## src/rtl/rr_arb_mux_if.sv

```systemverilog
// rr_arb_mux_if: valid/ready bundle between upstream channels, the arbiter and the downstream sink
interface rr_arb_mux_if #(
    parameter int N_IN = 4,
    parameter int W    = 8
);
    localparam int IDX_W = $clog2(N_IN);
    logic [N_IN-1:0]   in_valid;
    logic [N_IN*W-1:0] in_data;
    logic [N_IN-1:0]   in_ready;
    logic              out_valid;
    logic [W-1:0]      out_data;
    logic              out_ready;
    logic [IDX_W-1:0]  grant_idx;
    modport master (
        output in_valid, in_data, out_ready,
        input  in_ready, out_valid, out_data, grant_idx
    );
    modport slave (
        input  in_valid, in_data, out_ready,
        output in_ready, out_valid, out_data, grant_idx
    );
endinterface

```

## src/rtl/rr_arb_mux.sv

```systemverilog
// rr_arb_mux: round-robin arbitrating mux with one registered output stage
module rr_arb_mux #(
    parameter int N_IN = 4,
    parameter int W    = 8
) (
    input logic          clk,
    input logic          rst_n,
    rr_arb_mux_if.slave  bus
);
    localparam int IDX_W = $clog2(N_IN);
    typedef enum logic {EMPTY, FULL} state_t;
    state_t           state, state_nx;
    logic [IDX_W-1:0] ptr, win;
    logic [IDX_W:0]   pos;
    logic             any_req, load_en, xfer_in;
    always_ff @(posedge clk or negedge rst_n) begin
        if (!rst_n) begin
            state         <= EMPTY;
            ptr           <= '0;
            bus.out_data  <= '0;
            bus.grant_idx <= '0;
        end else begin
            state <= state_nx;
            if (xfer_in) begin
                bus.out_data  <= bus.in_data[win*W +: W];
                bus.grant_idx <= win;
                ptr           <= (win == IDX_W'(N_IN-1)) ? '0 : win + 1'b1;
            end
        end
    end
    // first requester at or after ptr, scanning modulo N_IN
    always_comb begin
        win     = '0;
        any_req = 1'b0;
        pos     = '0;
        for (int k = 0; k < N_IN; k++) begin
            pos = {1'b0, ptr} + (IDX_W+1)'(k);
            pos = (pos >= (IDX_W+1)'(N_IN)) ? pos - (IDX_W+1)'(N_IN) : pos;
            if (!any_req && bus.in_valid[pos[IDX_W-1:0]]) begin
                any_req = 1'b1;
                win     = pos[IDX_W-1:0];
            end
        end
    end
    always_comb begin
        state_nx = xfer_in ? FULL : (state == FULL && bus.out_ready) ? EMPTY : state;
    end
    always_comb begin
        bus.out_valid = (state == FULL);
        load_en       = !bus.out_valid || bus.out_ready;
        xfer_in       = rst_n && load_en && any_req;
        bus.in_ready  = xfer_in ? {{(N_IN-1){1'b0}}, 1'b1} << win : '0;
    end
endmodule

```

## src/flat_wrapper.sv

```systemverilog
// flat-port wrapper written by rule: the top's interface ports become plain ports
module rr_arb_mux_flat 
#(
    parameter int N_IN = 4,
    parameter int W    = 8
)
  (clk, rst_n, bus_in_valid, bus_in_data, bus_out_ready, bus_in_ready, bus_out_valid, bus_out_data, bus_grant_idx);
  rr_arb_mux_if #(.N_IN(N_IN), .W(W)) bus_i ();
  input logic clk;
  input logic rst_n;
  input wire logic [$bits(bus_i.in_valid)-1:0] bus_in_valid;
  input wire logic [$bits(bus_i.in_data)-1:0] bus_in_data;
  input wire logic [$bits(bus_i.out_ready)-1:0] bus_out_ready;
  output wire logic [$bits(bus_i.in_ready)-1:0] bus_in_ready;
  output wire logic [$bits(bus_i.out_valid)-1:0] bus_out_valid;
  output wire logic [$bits(bus_i.out_data)-1:0] bus_out_data;
  output wire logic [$bits(bus_i.grant_idx)-1:0] bus_grant_idx;
  assign bus_i.in_valid = bus_in_valid;
  assign bus_i.in_data = bus_in_data;
  assign bus_i.out_ready = bus_out_ready;
  assign bus_in_ready = bus_i.in_ready;
  assign bus_out_valid = bus_i.out_valid;
  assign bus_out_data = bus_i.out_data;
  assign bus_grant_idx = bus_i.grant_idx;
  rr_arb_mux #(.N_IN(N_IN), .W(W)) u_core (.clk(clk), .rst_n(rst_n), .bus(bus_i));
endmodule
```

## config.mk

```make
export PLATFORM = sky130hd
export DESIGN_NAME = rr_arb_mux_flat
export DESIGN_NICKNAME = d
export VERILOG_FILES = /design/src/rtl/rr_arb_mux_if.sv /design/src/rtl/rr_arb_mux.sv /design/src/flat_wrapper.sv
export SDC_FILE = /design/constraint.sdc
export NUM_CORES = 1
export LEC_CHECK = 0
export CAP_MARGIN = 20
export CORE_MARGIN = 10
export CORE_UTILIZATION = 36
export DETAILED_ROUTE_END_ITERATION = 12
export GPL_ROUTABILITY_DRIVEN = 0
export PLACE_DENSITY = 0.85
export SYNTH_ARGS = -nofsm -noshare
export SYNTH_HDL_FRONTEND = slang
export SYNTH_SLANG_ARGS = --single-unit
export TNS_END_PERCENT = 10
```

## constraint.sdc

```tcl
create_clock -name clk -period 2.2 [get_ports clk]
set_input_delay 0.22 -clock clk [delete_from_list [all_inputs] [get_ports clk]]
set_output_delay 0.22 -clock clk [all_outputs]
set_load 0.01 [all_outputs]
```

==> reports/qor.csv <==
metric;value;unit
ir_drop;0.526;mV
mostFrequentLayoutCells;48 x clkdlybuf4s50_1, 12 x buf_4, 12 x dfrtp_1;
antenna_found_initial;0;
status;finished, final reports clean;
pwr-share-clk;10.4;%
critPathArrivalTime;2.30;ns
slew_viol_final;0;
rsz0062_at_grt;no;
drt_iter0_markers;67;
worst_r2r_endpoint;u_core.bus.out_data[2];
drc_errors;0;
critPathMaxFanout;9;
cp-end-kind;flop;
cts_sinks;13;
path_class;flop to flop;
grt_max_degree;15;
p_sw;0.523;mW
hp-class;primary input to async pin;
routed_wl;3.33;mm
rr_worst_depth;6;
maxSlewHeadroom;60.3;%
syn_inst;83;
grt_pass1_wl;5.33;mm
dp_cells;172;
worstPathRequired;2.42;ns
layout-drive-gt1-share;20.3;%
via_count;941;
r2r_slack;0.12;ns
hold_ws;0.325;ns
p_sw_share;35.9;%
row_count;17;
synthTopCellsByArea;dfrtp_1 38%, mux2i_1 10%, a211o_1 8.1%;
drt_first_pass_iters;4;
ys_warn_count;0;
clk_latency;0.27;ns
n_antenna_cell;0;
areaGrowthSynthToFinish;78.2;%
fin_crit_sh;94.7;%
track_usage;13.4;%
finClkSkew;0.000743;ns
max_freq;0.480;GHz
die_h;69.1;µm
worst_pin_slew;0.596;ns
hpwl;2.74;mm
start_util;38.5;%
timing.rr.start;u_core.ptr[1];
root_buffer;clkbuf_4;
placed_area;1490;µm²
ys_seq_elements;13;
instances_no_fill;176;
portBuffers;53;
ios;54;
netlist-cell-type-count;26;
p_comb_share;59.9;%
overflow;0;
cts_tree;built;
critPathLaunchType;flop;
grt_pass1_vias;1017;
p_int;0.934;mW
syn_avg_cell_area;10.4;µm²
ant_nets;0;
yosysSeqAreaShare;37.5;%
min_period;2.08;ns
power_density;943;nW/µm²
mostFrequentLayoutCell;clkdlybuf4s50_1;
finalPower;1.46;mW
synth_nets;123;
vias_per_cell;5.35;
setup_violations;0;
cts_inserted_buffers;3;
synth_top_cell_by_area;dfrtp_1;
clk_pin_slew;0.08;ns
leakage;0.727;nW
nets;189;
wire_per_inst;18.9;µm
syn_area;867;µm²
die_w;69.1;µm
pwr-share-seq;29.7;%
htree_levels;1;
drv_cap;0;
cts_buffer_depth;2;
fin_area;1550;µm²
synth_top_area_share;37.5;%
die_area;4770;µm²
ctsHoldBuffers;0;
core_area;2250;µm²
hold_viol;0;
worst max-delay path, cell delays in order (launching register included):
cell and delay (ns):
dfrtp_2 0.48, mux2i_2 0.18, a221o_1 0.40, buf_6 0.17, a2111oi_4 0.48, a22o_1 0.22
a211o_1 0.09
cells in the mapped netlist:
library cell and number:
nand2b_1 2, mux2i_1 9, a211o_1 8, inv_1 5, mux2_2 3, buf_6 2
or4_1 1, o21ai_0 1, o21ai_1 1, nor2_1 1, a21oi_1 3, nand2_1 4
o31ai_1 1, buf_2 2, nand3_2 1, clkbuf_1 1, nor3_1 9, a22o_1 8
a221oi_1 1, ha_1 1, a221o_1 1, dfrtp_1 13, nor3b_2 1, a21bo_2 1
a2111oi_4 1, nor3b_1 2
power groups by stage:
stage               sequential [mW]  clock [mW]  combinational [mW]
floorplan                     0.449           0               0.412
global placement              0.419           0               0.831
detailed placement            0.426           0               0.856
CTS                           0.423       0.156               0.866
global route                  0.447       0.163               0.944
finish                        0.433       0.152               0.873
cell type report:
class,instances,area (µm²)
sequential,13,327
clock buffer,4,26.3
tap,28,35.0
inverter,5,18.8
multi-input combinational,60,509
timing repair buffer,66,629
fill,169,709
sequential cells by signal, summed over array words and instances, names as in the netlist:
signal and flops:
u_core.bus.out_data 8, u_core.bus.grant_idx 2, u_core.ptr 2, u_core.bus.out_valid 1
layer usage:
layer	up-vias	share of wire [%]	GRT usage, %	wire, µm
met5	-	0	0	0
met4	0	1.6	3.77	53
met3	6	6.6	4.28	221
met2	43	51	23.1	1690
met1	442	41	15.3	1360
li1	450	-	-	-
stage by stage:
step / setup slack [ns] / utilization (%) / setup TNS [ns]
after CTS: -0.201 / 67.7 / -0.201
after floorplan: 0.321 / - / 0
after detailed placement: -0.259 / 66.3 / -2.23
after global routing: 0.0121 / 68.5 / 0
final: 0.118 / 68.5 / 0
after global placement: -0.200 / 66.3 / -1.42
worst max path at each step:
| stage | from | to | slack, ns | depth (start not counted) |
|---|---|---|---|---|
| floorplan | u_core.ptr[1] | u_core.ptr[1] | 0.32 | 7 |
| global placement | bus_in_valid[1] | bus_in_ready[3] | -0.20 | 8 |
| detailed placement | bus_in_valid[1] | bus_in_ready[3] | -0.26 | 8 |
| CTS | bus_in_valid[0] | bus_in_ready[2] | -0.20 | 6 |
| global route | u_core.ptr[1] | u_core.bus.out_data[6] | 0.01 | 6 |
| finish | u_core.ptr[1] | u_core.bus.out_data[2] | 0.12 | 6 |
kinds of logic (layout without fill, tap and decap cells):
| family | after synthesis | after routing | synth area share (%) |
|---|---|---|---|
| and+or+nand+nor | 21 | 21 | 14.0 |
| DFF | 13 | 13 | 37.5 |
| buffers and inverters | 10 | 75 | 6.35 |
| AOI/OAI and AO/OA | 26 | 26 | 26.4 |
| adders and majority gates | 1 | 1 | 1.44 |
| muxes | 12 | 12 | 14.3 |
what timing repair did:
item,CTS,global route
gates resized for setup,5,10
pin swaps,0,1
setup endpoints to repair,4,10
buffers inserted,0,0
(Power assumes the default switching activity.)
